### config.mk
export PLATFORM = sky130hd
export DESIGN_NAME = seq_popcount_unit_flat
export DESIGN_NICKNAME = d
export VERILOG_FILES = /design/src/rtl/alu_pkg.sv /design/src/rtl/seq_popcount_unit_if.sv /design/src/rtl/chunk_popcount.sv /design/src/rtl/seq_popcount_unit.sv /design/src/flat_wrapper.sv
export SDC_FILE = /design/constraint.sdc
export NUM_CORES = 2
export LEC_CHECK = 0
export ABC_CLOCK_PERIOD_IN_PS = 20900
export CAP_MARGIN = 40
export CORE_AREA = 2 2 603 605
export CTS_BUF_LIST = sky130_fd_sc_hd__clkbuf_4
export DETAILED_ROUTE_END_ITERATION = 16
export DIE_AREA = 0 0 605 607
export PLACE_DENSITY_LB_ADDON = 0.1
export SLEW_MARGIN = 20
export SYNTH_ARGS = -nofsm -noshare
export SYNTH_HDL_FRONTEND = slang
export SYNTH_SLANG_ARGS = --single-unit
export TNS_END_PERCENT = 1
### constraint.sdc
create_clock -name clk -period 20.9 [get_ports clk]
set_input_delay 2.09 -clock clk [delete_from_list [all_inputs] [get_ports clk]]
set_output_delay 2.09 -clock clk [all_outputs]
set_load 0.05 [all_outputs]
### src/rtl/alu_pkg.sv
// ---------------------------------------------------------------------------
// alu_pkg
//   Shared definitions for the ALU datapath blocks.
//   - ALU opcode constants, also decoded by the ALU result mux.
//   - State type of the sequential popcount/parity engine.
//   - Default datapath widths.
// ---------------------------------------------------------------------------
package alu_pkg;

  // Default operand / result bus width of the ALU.
  localparam int DEFAULT_DATA_WIDTH  = 512;
  // Default number of operand bits counted per clock by the popcount engine.
  localparam int DEFAULT_CHUNK_WIDTH = 64;

  // ALU opcodes shared with the result mux.
  localparam logic [2:0] PARITY   = 3'd0;
  localparam logic [2:0] POPCOUNT = 3'd1;
  localparam logic [2:0] ROTR     = 3'd2;
  localparam logic [2:0] ROTL     = 3'd3;

  // Popcount engine states.
  //   IDLE  : waiting for start, last result held on the outputs
  //   COUNT : one operand chunk accumulated per clock
  //   DONE  : one-cycle completion pulse, new start accepted here too
  typedef enum logic [1:0] {
    IDLE  = 2'd0,
    COUNT = 2'd1,
    DONE  = 2'd2
  } pc_state_e;

endpackage : alu_pkg

### src/rtl/seq_popcount_unit_if.sv
// ---------------------------------------------------------------------------
// seq_popcount_unit_if
//   Issue-side handshake and result bus of the sequential popcount engine.
//
//   Handshake: start is sampled only on a rising edge where ready is high;
//   that edge captures data_in. busy is high while counting. done is a
//   one-cycle pulse whose cycle is the first in which popcount_out and
//   parity_out show the new result; the results then hold until the next
//   completion.
//
//   Signals:
//     start        issue -> engine  request a new operation
//     data_in      issue -> engine  operand, DATA_WIDTH bits
//     ready        engine -> issue  start will be accepted on the next edge
//     busy         engine -> issue  counting in progress
//     done         engine -> issue  one-cycle completion pulse
//     popcount_out engine -> mux    number of 1s, zero-extended
//     parity_out   engine -> mux    bit0 = XOR of operand bits, rest 0
//
//   Modports: master = issue logic side, slave = popcount engine side.
// ---------------------------------------------------------------------------
interface seq_popcount_unit_if #(
  parameter int DATA_WIDTH = alu_pkg::DEFAULT_DATA_WIDTH
);

  logic                  start;
  logic [DATA_WIDTH-1:0] data_in;
  logic                  ready;
  logic                  busy;
  logic                  done;
  logic [DATA_WIDTH-1:0] popcount_out;
  logic [DATA_WIDTH-1:0] parity_out;

  modport master (
    output start,
    output data_in,
    input  ready,
    input  busy,
    input  done,
    input  popcount_out,
    input  parity_out
  );

  modport slave (
    input  start,
    input  data_in,
    output ready,
    output busy,
    output done,
    output popcount_out,
    output parity_out
  );

endinterface : seq_popcount_unit_if

### src/rtl/chunk_popcount.sv
// ---------------------------------------------------------------------------
// chunk_popcount
//   Combinational population count of one CHUNK_WIDTH-bit slice.
//
//   Ports:
//     chunk_i  CHUNK_WIDTH bits to count
//     count_o  number of 1s in chunk_i, $clog2(CHUNK_WIDTH+1) bits
// ---------------------------------------------------------------------------
module chunk_popcount #(
  parameter  int CHUNK_WIDTH = alu_pkg::DEFAULT_CHUNK_WIDTH,
  localparam int OUT_W       = $clog2(CHUNK_WIDTH + 1)
) (
  input  logic [CHUNK_WIDTH-1:0] chunk_i,
  output logic [OUT_W-1:0]       count_o
);

  always_comb begin
    count_o = '0;
    for (int i = 0; i < CHUNK_WIDTH; i++) begin
      count_o = count_o + OUT_W'(chunk_i[i]);
    end
  end

endmodule : chunk_popcount

### src/rtl/seq_popcount_unit.sv
// ---------------------------------------------------------------------------
// seq_popcount_unit
//   Multi-cycle population-count and parity engine. An accepted operand is
//   counted one CHUNK_WIDTH slice per clock (NUM_CHUNKS clocks), then the
//   result is published together with a one-cycle done pulse. Results hold
//   between completions so the downstream mux may register them at any edge.
//
//   Ports:
//     clk          rising-edge clock
//     rst          asynchronous, active-high reset
//     pc           slave side of seq_popcount_unit_if (start/data_in in,
//                  ready/busy/done/popcount_out/parity_out out)
//     dbg_state_o  current FSM state, for observation only
// ---------------------------------------------------------------------------
module seq_popcount_unit
  import alu_pkg::*;
#(
  parameter int DATA_WIDTH  = DEFAULT_DATA_WIDTH,
  parameter int CHUNK_WIDTH = DEFAULT_CHUNK_WIDTH
) (
  input  logic                  clk,
  input  logic                  rst,
  seq_popcount_unit_if.slave    pc,
  output pc_state_e             dbg_state_o
);

  localparam int NUM_CHUNKS  = DATA_WIDTH / CHUNK_WIDTH;
  localparam int CNT_WIDTH   = $clog2(DATA_WIDTH + 1);
  localparam int CHUNK_CNT_W = $clog2(CHUNK_WIDTH + 1);
  // A single-chunk configuration still needs a 1-bit index register.
  localparam int IDX_W       = (NUM_CHUNKS > 1) ? $clog2(NUM_CHUNKS) : 1;
  localparam logic [IDX_W-1:0] LAST_IDX = IDX_W'(NUM_CHUNKS - 1);

  generate
    if ((DATA_WIDTH % CHUNK_WIDTH) != 0) begin : g_bad_width
      $error("seq_popcount_unit: DATA_WIDTH must be a multiple of CHUNK_WIDTH");
    end
  endgenerate

  // ---------------------------------------------------------------------
  // State
  // ---------------------------------------------------------------------
  pc_state_e             state_q,   state_d;
  logic [IDX_W-1:0]      idx_q,     idx_d;
  logic [CNT_WIDTH-1:0]  acc_q,     acc_d;
  logic [DATA_WIDTH-1:0] operand_q, operand_d;
  logic [CNT_WIDTH-1:0]  pop_q,     pop_d;
  logic                  par_q,     par_d;

  // ---------------------------------------------------------------------
  // Chunk select and count
  // ---------------------------------------------------------------------
  // Viewing the operand as an array of chunks keeps the slice mux a plain
  // indexed read; chunk 0 is the least significant slice.
  logic [NUM_CHUNKS-1:0][CHUNK_WIDTH-1:0] chunks;
  logic [CHUNK_WIDTH-1:0]                 chunk_sel;
  logic [CHUNK_CNT_W-1:0]                 chunk_cnt;
  logic [CNT_WIDTH-1:0]                   acc_sum;

  assign chunks    = operand_q;
  assign chunk_sel = chunks[idx_q];

  chunk_popcount #(
    .CHUNK_WIDTH (CHUNK_WIDTH)
  ) u_chunk_popcount (
    .chunk_i (chunk_sel),
    .count_o (chunk_cnt)
  );

  // The total can never exceed DATA_WIDTH, which fits in CNT_WIDTH bits.
  assign acc_sum = acc_q + CNT_WIDTH'(chunk_cnt);

  // ---------------------------------------------------------------------
  // Next-state logic
  // ---------------------------------------------------------------------
  always_comb begin
    state_d   = state_q;
    idx_d     = idx_q;
    acc_d     = acc_q;
    operand_d = operand_q;
    pop_d     = pop_q;
    par_d     = par_q;

    unique case (state_q)
      IDLE, DONE: begin
        // DONE accepts a new operand exactly like IDLE, giving
        // back-to-back operation without a bubble cycle.
        if (pc.start) begin
          operand_d = pc.data_in;
          acc_d     = '0;
          idx_d     = '0;
          state_d   = COUNT;
        end else begin
          state_d   = IDLE;
        end
      end

      COUNT: begin
        acc_d = acc_sum;
        if (idx_q == LAST_IDX) begin
          // Results are only ever written here, so they hold through
          // IDLE and through the next operation's COUNT cycles.
          pop_d   = acc_sum;
          par_d   = acc_sum[0];
          idx_d   = '0;
          state_d = DONE;
        end else begin
          idx_d   = idx_q + IDX_W'(1);
        end
      end

      default: begin
        state_d = IDLE;
      end
    endcase
  end

  // ---------------------------------------------------------------------
  // Registers
  // ---------------------------------------------------------------------
  always_ff @(posedge clk or posedge rst) begin
    if (rst) begin
      state_q   <= IDLE;
      idx_q     <= '0;
      acc_q     <= '0;
      operand_q <= '0;
      pop_q     <= '0;
      par_q     <= 1'b0;
    end else begin
      state_q   <= state_d;
      idx_q     <= idx_d;
      acc_q     <= acc_d;
      operand_q <= operand_d;
      pop_q     <= pop_d;
      par_q     <= par_d;
    end
  end

  // ---------------------------------------------------------------------
  // Outputs: decoded from registered state only, so they are glitch-free.
  // ---------------------------------------------------------------------
  assign pc.ready        = (state_q == IDLE) || (state_q == DONE);
  assign pc.busy         = (state_q == COUNT);
  assign pc.done         = (state_q == DONE);
  assign pc.popcount_out = {{(DATA_WIDTH - CNT_WIDTH){1'b0}}, pop_q};
  assign pc.parity_out   = {{(DATA_WIDTH - 1){1'b0}}, par_q};
  assign dbg_state_o     = state_q;

endmodule : seq_popcount_unit

### src/flat_wrapper.sv
// flat-port wrapper written by rule: the top's interface ports become plain ports
module seq_popcount_unit_flat import alu_pkg::*;
#(
  parameter int DATA_WIDTH  = DEFAULT_DATA_WIDTH,
  parameter int CHUNK_WIDTH = DEFAULT_CHUNK_WIDTH
)
  (clk, rst, dbg_state_o, pc_start, pc_data_in, pc_ready, pc_busy, pc_done, pc_popcount_out, pc_parity_out);
  seq_popcount_unit_if #(.DATA_WIDTH(DATA_WIDTH)) pc_i ();
  input  logic clk;
  input  logic rst;
  output pc_state_e dbg_state_o;
  input wire logic [$bits(pc_i.start)-1:0] pc_start;
  input wire logic [$bits(pc_i.data_in)-1:0] pc_data_in;
  output wire logic [$bits(pc_i.ready)-1:0] pc_ready;
  output wire logic [$bits(pc_i.busy)-1:0] pc_busy;
  output wire logic [$bits(pc_i.done)-1:0] pc_done;
  output wire logic [$bits(pc_i.popcount_out)-1:0] pc_popcount_out;
  output wire logic [$bits(pc_i.parity_out)-1:0] pc_parity_out;
  assign pc_i.start = pc_start;
  assign pc_i.data_in = pc_data_in;
  assign pc_ready = pc_i.ready;
  assign pc_busy = pc_i.busy;
  assign pc_done = pc_i.done;
  assign pc_popcount_out = pc_i.popcount_out;
  assign pc_parity_out = pc_i.parity_out;
  seq_popcount_unit #(.DATA_WIDTH(DATA_WIDTH), .CHUNK_WIDTH(CHUNK_WIDTH)) u_core (.clk(clk), .rst(rst), .pc(pc_i), .dbg_state_o(dbg_state_o));
endmodule
# Word level (Yosys, flattened, before mapping)
# Cells that the tools add are included.
[totals]
input_bits = 515
memories = 0
reg_bits = 538
mem_bits_rw = 0
romBits = 0
latch_bits = 0
[op_classes]
n_eq_ne = 5
n_addsub = 65
shifts = 0
n_bitwise = 0
order_cmp = 1
n_div = 0
reduce_logical = 7
muxes = 10
multipliers = 0
[op_table]
columns = ["operator", "n"]
rows = [
  ["$add 7x1->7", 57],
  ["$bmux 64 s3", 1],
  ["$mux 64", 1],
  ["$pmux 10 s2", 1],
  ["$add 10x7->10", 1],
  ["$mux 10", 1],
  ["$add 6x1->7", 1],
  ["$add 5x1->6", 1],
  ["$mux 3", 2],
  ["$pmux 3 s2", 1],
  ["$reduce_and 2->1", 3],
  ["$add 4x1->5", 1],
  ["$add 3x1->4", 1],
  ["$lt 3x4->1 const B", 1],
  ["$pmux 2 s2", 1],
  ["$add 2x1->3", 1],
  ["$add 3x1->3 const B", 1],
  ["$eq 3x3->1 const B", 1],
  ["$add 1x1->2", 1],
  ["$eq 2x1->1 const B", 1],
  ["$eq 2x2->1 const B", 1],
  ["$logic_not 2->1", 1],
  ["$mux 2", 1],
  ["$ne 2x1->1 const B", 1],
  ["5 further kinds", 5],
]

# Longest topological paths before layout
[logic_depth]
depth_word = 67
ltp_mapped = 25
depth_no_buf = 22

# Modules after synthesis
# A second synthesis with hierarchy kept.
[unflattened]
hier_cells = 2622
area_unflattened_um2 = 33333.2
[modules_own_cells]
columns = ["mod", "seq_area_each_um2", "instances", "cells_each", "area_per_inst_um2"]
rows = [
  ["seq_popcount_unit", 13437.9, 1, 2449, 31604.1],
  ["chunk_popcount", 0.0, 1, 173, 1729.2],
]

# Worst setup path after synthesis
# OpenSTA, ideal clock, no wires.
[synth_path]
kind = "register to register"
from = "reg u_core.idx_q[0]"
to = "reg u_core.acc_q[8]"
path_slack_ns = 13.594
period_less_slack_ns = 7.306
path_stages_with_launch = 25
t_required_ns = 20.769
n_path_buf = 3
arrival_time_ns = 7.175
path_cell_list = "dfrtp_1 > clkbuf_1 > buf_4 > buf_6 > mux4_2 > mux2_2 > fa_1 > fa_1 > inv_1 > fa_1 > inv_1 > fa_1 > fa_1 > fa_1 > fa_1 > inv_1 > fa_1 > inv_1 > fa_1 > inv_1 > fa_1 > o21ai_1 > a221oi_2 > and4_1 > or3_1"
[synth_between]
elab_chain_cells = 67
[synth_rtl]
columns = ["item", "line", "source"]
rows = [
  ["start: declaration", "seq_popcount_unit.sv:44", "logic [IDX_W-1:0] idx_q, idx_d;"],
  ["start signal: assignment", "seq_popcount_unit.sv:131", "idx_q <= idx_d;"],
  ["$bmux 64 s3 *", "seq_popcount_unit.sv:61", "assign chunk_sel = chunks[idx_q];"],
  ["$mux 64 (implied by the code) *", "seq_popcount_unit.sv:61", ""],
  ["$add 1x1->2", "chunk_popcount.sv:20", "count_o = count_o + OUT_W'(chunk_i[i]);"],
  ["$add 2x1->3", "chunk_popcount.sv:20", ""],
  ["$add 3x1->4", "chunk_popcount.sv:20", ""],
  ["$add 4x1->5", "chunk_popcount.sv:20", ""],
  ["$add 5x1->6", "chunk_popcount.sv:20", ""],
  ["$add 6x1->7", "chunk_popcount.sv:20", ""],
  ["$add 7x1->7 (56 in a row)", "chunk_popcount.sv:20", ""],
  ["$add 7x1->7 *", "chunk_popcount.sv:20", ""],
  ["$add 10x7->10 *", "seq_popcount_unit.sv:71", "assign acc_sum = acc_q + CNT_WIDTH'(chunk_cnt);"],
  ["$pmux 10 s2 *", "seq_popcount_unit.sv:84", "unique case (state_q)"],
  ["end signal: assignment", "seq_popcount_unit.sv:125", "acc_q <= '0;"],
  ["end signal: assignment", "seq_popcount_unit.sv:132", "acc_q <= acc_d;"],
  ["end: declaration", "seq_popcount_unit.sv:45", "logic [CNT_WIDTH-1:0] acc_q, acc_d;"],
]
# Every way passes the cells marked *; elsewhere a longest branch is shown, timed or not. The select of a mux whose other input is x is not followed.
# A chain may end at the register's enable or synchronous reset.

# Final worst setup path
[layout_path]
from = "reg u_core.idx_q[1]"
to = "reg u_core.acc_q[8]"
# Same word-level chain as after synthesis.

==> summary.md <==
| Metric | Value |
|---|---|
| Worst Skew | `0.222 ns` |
| Hold Buf Count CTS | `0` |
| Final Wtd Congestion | `0.692` |
| Post-synthesis instance total | `3660` |
| Worst-case reg-to-reg path depth | `24` |
| Share of the core filled with cells | `12.0%` |
| Post-route clock period utilization | `45.3%` |
| Via density per instance | `2.58` |
| Hold path startpoint | `u_core.chunks[156]$_DFFE_PP0P_` |
| Top-Level Pins | `1544` |
| CTS Root Cell | `sky130_fd_sc_hd__clkbuf_4` |
| Worst Path Max Fanout | `31` |
| Global Route Usage Sum | `8.77%` |
| Via count of the first global-routing pass | `24100` |
| Maximum level of the CTS H-tree | `4` |
| Number of rows in the core area | `221` |
| Count of state elements after synthesis | `537` |
| Growth of design area from synthesis to finish | `30.3%` |
| Post-place setup slack | `11.20 ns` |
| Die height | `607 um` |
| Total wire length | `167 mm` |
| Fraction of post-synthesis cell area in the top cell type by area | `40.4%` |
| Post-detailed-route count of antenna-violating nets | `0` |
| Die width | `605 um` |
| Endpoint of the worst hold-timing path | `u_core.chunks[156]$_DFFE_PP0P_` |
| FF-to-FF Start | `u_core.idx_q[1]$_DFFE_PP0P_` |
| Fraction of registers with async set or reset after synthesis | `100%` |
| Placed wire-length estimate | `133 mm` |
| Resize count post-CTS | `0` |
| Dominant cell by count in the synthesized netlist | `sky130_fd_sc_hd__nand2_1` |
| Pre-Repair DR Iteration Count | `5` |
| First-pass GRT wire length | `219 mm` |
| Maximum buffer depth of the clock tree | `4` |
| Fmax | `106 MHz` |
| Register-to-register setup slack | `11.42 ns` |
| MaxCap Viol Count | `0` |
| Most numerous cell types in the synthesized netlist | `sky130_fd_sc_hd__nand2_1 (1554), sky130_fd_sc_hd__buf_4 (1016), sky130_fd_sc_hd__dfrtp_1 (537), sky130_fd_sc_hd__mux4_2 (128), sky130_fd_sc_hd__clkbuf_1 (117)` |
| Number of buffers and inverters on the critical path | `8` |
| Ranking of synthesized cells by area | `sky130_fd_sc_hd__dfrtp_1 (40%), sky130_fd_sc_hd__buf_4 (23%), sky130_fd_sc_hd__nand2_1 (18%), sky130_fd_sc_hd__mux4_2 (8.7%), sky130_fd_sc_hd__fa_1 (3.4%)` |
| Number of fill cells in the layout | `41600` |
| Total number of vias | `23700` |
| Most prevalent standard cell on the critical path | `sky130_fd_sc_hd__fa_1` |
| Placeable core area | `361000 sq um` |
| Max-slew violation total from the final report | `0` |
| Delay-heaviest family, CP | `adder cells` |
| Unique cell type count in the Yosys netlist | `42` |
| Worst path slowest cell | `sky130_fd_sc_hd__dfrtp_4` |
| Mean instance size in the synthesized netlist | `9.09 sq um` |
| Count of buffers inserted at the top-level ports | `530` |
| Result of the run | `completed` |
| Hold-critical path depth | `2` |
| Warnings from Yosys | `0` |
| Cts bufs inserted | `195` |
| Reg clk slew, reported paths | `0.07 ns` |
| Worst min-delay path category | `flip-flop to flip-flop` |
| Hold Violations, Final | `0` |
| RSZ-0062 raised after global routing | `no` |
| DRC errors left | `0` |
| Worst rel slew slack | `31.9%` |
| Worst path cell trace | `buf_4, buf_4, buf_4, mux4_2, mux2_2, fa_1, fa_1, inv_1, fa_1, inv_1, fa_1, fa_1, fa_1, fa_1, inv_1, fa_1, inv_1, fa_1, inv_1, fa_1, o21ai_1, a221oi_2, nor4_1, or3_1` |
| Number of nets in the final layout | `4882` |
| Sequential area share after synthesis | `40.4%` |
| Worst endpoint data arrival time | `10.53 ns` |
| R2r endpoint | `u_core.acc_q[8]$_DFFE_PP0P_` |
| Wire length per cell | `18.1 um` |
| Number of clock sinks | `537` |
| Min setup slack post-route | `11.42 ns` |
| Netlist Area Pre-Place | `33300 sq um` |
| Required time of the worst setup path | `21.95 ns` |
| Top flip-flop cell by instance count after synthesis | `sky130_fd_sc_hd__dfrtp_1` |
| Leading area contributor after synthesis | `sky130_fd_sc_hd__dfrtp_1` |
| Clock latency of the later-clocked register in the worst-skew pair | `1.28 ns` |
| Die area | `367000 sq um` |
| Type of the worst setup path | `flip-flop to flip-flop` |
| Number of enable-type register cells in the synthesized netlist | `0` |
| Largest stage delay on the critical path | `0.79 ns` |
| Crit end category | `flip-flop` |
| GR Overflow Total | `0` |
| Fraction of layout cells with a size suffix above 1 | `12.2%` |
| Initial standard-cell utilization of the core | `9.22%` |
| Slew of the pin with the lowest slew margin | `0.992 ns` |
| Number of antenna violations at the first check in global routing | `83` |
| Maximum number of pins on one net before global-route repair | `131` |
| Clock period minus worst slack | `9.48 ns` |
| Setup repair bufs after CTS | `0` |
| Iteration-0 DRC count of the detailed router | `827` |
| CP Launch Type | `flip-flop` |
| Setup TNS | `0 ns` |
| Number of failing setup endpoints in the final timing report | `0` |
| Clock tree from TritonCTS | `yes` |
[cells by family (layout without fill, tap and decap cells)]
logic type,Yosys count,count (layout),synth area share (%)
DFF,537,537,40.4
adders and majority gates,85,85,4.46
and+or+nand+nor,1574,1574,17.9
muxes,195,195,10.9
buffers and inverters,1226,959,25.5
xor gates and xnor gates,5,5,0.132
AOI/OAI and AO/OA,37,37,0.764
other,1,1025,0.0113
[layout make-up]
cell class | instances | area [sq um] | area share, %
well taps | 4794 | 6000 | 13.8
diodes | 12 | 30.0 | 0.0693
repair buffers | 582 | 6020 | 13.9
flip-flops and latches | 537 | 13400 | 31.0
inverters | 57 | 221 | 0.511
clock inverters | 27 | 250 | 0.578
multi-input cells | 2909 | 15200 | 35.0
clock buffers | 293 | 2200 | 5.08
[sequential cells by signal (all words and copies together) (netlist names)]
name,count
u_core.chunks,512
u_core.acc_q,10
u_core.idx_q,3
u_core.dbg_state_o,2
u_core.pop_q,10
[stage by stage]
step | cell area, sq um | hold slack (ns) | instances
after CTS | 43300 | 0.472 | 9197
final | 43300 | 0.468 | 9211
after global routing | 43300 | 0.483 | 9205
after floorplan | 37100 | 0.440 | 4672
after detailed placement | 40800 | 0.460 | 8877
after global placement | 40400 | 0.456 | 8862
[worst register-to-register path: stages (launching register included)]
cell and delay, ns:
sky130_fd_sc_hd__dfrtp_4 0.79, sky130_fd_sc_hd__buf_4 0.47, sky130_fd_sc_hd__buf_4 0.61, sky130_fd_sc_hd__buf_4 0.62, sky130_fd_sc_hd__mux4_2 0.40, sky130_fd_sc_hd__mux2_2 0.30, sky130_fd_sc_hd__fa_1 0.55, sky130_fd_sc_hd__fa_1 0.61
sky130_fd_sc_hd__inv_1 0.09, sky130_fd_sc_hd__fa_1 0.53, sky130_fd_sc_hd__inv_1 0.05, sky130_fd_sc_hd__fa_1 0.53, sky130_fd_sc_hd__fa_1 0.59, sky130_fd_sc_hd__fa_1 0.44, sky130_fd_sc_hd__fa_1 0.49, sky130_fd_sc_hd__inv_1 0.05
sky130_fd_sc_hd__fa_1 0.47, sky130_fd_sc_hd__inv_1 0.05, sky130_fd_sc_hd__fa_1 0.40, sky130_fd_sc_hd__inv_1 0.10, sky130_fd_sc_hd__fa_1 0.22, sky130_fd_sc_hd__o21ai_1 0.11, sky130_fd_sc_hd__a221oi_2 0.45, sky130_fd_sc_hd__nor4_1 0.08
sky130_fd_sc_hd__or3_1 0.33
[how the worst max path moves through the flow]
stage	endpoint	from	slack (ns)	cells past startpoint
floorplan	u_core.acc_q[0]$_DFFE_PP0P_	rst	3.80	1
global placement	u_core.acc_q[8]$_DFFE_PP0P_	u_core.idx_q[1]$_DFFE_PP0P_	11.15	24
detailed placement	u_core.acc_q[8]$_DFFE_PP0P_	u_core.idx_q[1]$_DFFE_PP0P_	11.20	24
CTS	u_core.acc_q[8]$_DFFE_PP0P_	u_core.idx_q[1]$_DFFE_PP0P_	11.17	24
global route	u_core.acc_q[8]$_DFFE_PP0P_	u_core.idx_q[1]$_DFFE_PP0P_	10.98	24
finish	u_core.acc_q[8]$_DFFE_PP0P_	u_core.idx_q[1]$_DFFE_PP0P_	11.42	24
[placed cells by master, fill, tap and decap left out, types with 2 or more instances in the layout]
| master | count |
|---|---|
| sky130_fd_sc_hd__o21ai_1 | 3 |
| sky130_fd_sc_hd__clkbuf_4 | 293 |
| sky130_fd_sc_hd__ha_1 | 29 |
| sky130_fd_sc_hd__mux4_2 | 128 |
| sky130_fd_sc_hd__dfrtp_4 | 3 |
| sky130_fd_sc_hd__clkdlybuf4s50_1 | 530 |
| sky130_fd_sc_hd__buf_16 | 12 |
| sky130_fd_sc_hd__buf_12 | 5 |
| sky130_fd_sc_hd__buf_8 | 3 |
| sky130_fd_sc_hd__mux2_2 | 45 |
| sky130_fd_sc_hd__inv_1 | 55 |
| sky130_fd_sc_hd__xnor2_1 | 2 |
| sky130_fd_sc_hd__mux2i_1 | 22 |
| sky130_fd_sc_hd__xor2_1 | 3 |
| sky130_fd_sc_hd__fa_1 | 56 |
| sky130_fd_sc_hd__a22o_1 | 5 |
| sky130_fd_sc_hd__o31ai_1 | 4 |
| sky130_fd_sc_hd__o21ai_0 | 8 |
| sky130_fd_sc_hd__diode_2 | 12 |
| sky130_fd_sc_hd__buf_4 | 31 |
| sky130_fd_sc_hd__bufinv_16 | 5 |
| sky130_fd_sc_hd__a21oi_1 | 7 |
| sky130_fd_sc_hd__nand3_1 | 3 |
| sky130_fd_sc_hd__nand2_1 | 1553 |
| sky130_fd_sc_hd__dfrtp_1 | 534 |
| sky130_fd_sc_hd__nand4_1 | 3 |
| sky130_fd_sc_hd__and3_1 | 3 |
| sky130_fd_sc_hd__nor2_1 | 4 |
| sky130_fd_sc_hd__clkinv_1 | 18 |
| sky130_fd_sc_hd__conb_1 | 1013 |
| sky130_fd_sc_hd__clkinvlp_4 | 2 |
[metal layers]
metal | track usage, % | vias up | wire, um
li1 | - | 10800 | -
met4 | 1.97 | 24 | 3890
met3 | 2.19 | 332 | 9390
met1 | 9.12 | 11600 | 59700
met5 | 0 | - | 155
met2 | 17.4 | 972 | 94100
Power is left out: the tool's default activity adds up to more than one toggle a clock period on the data nets, which glitch-free logic cannot reach.
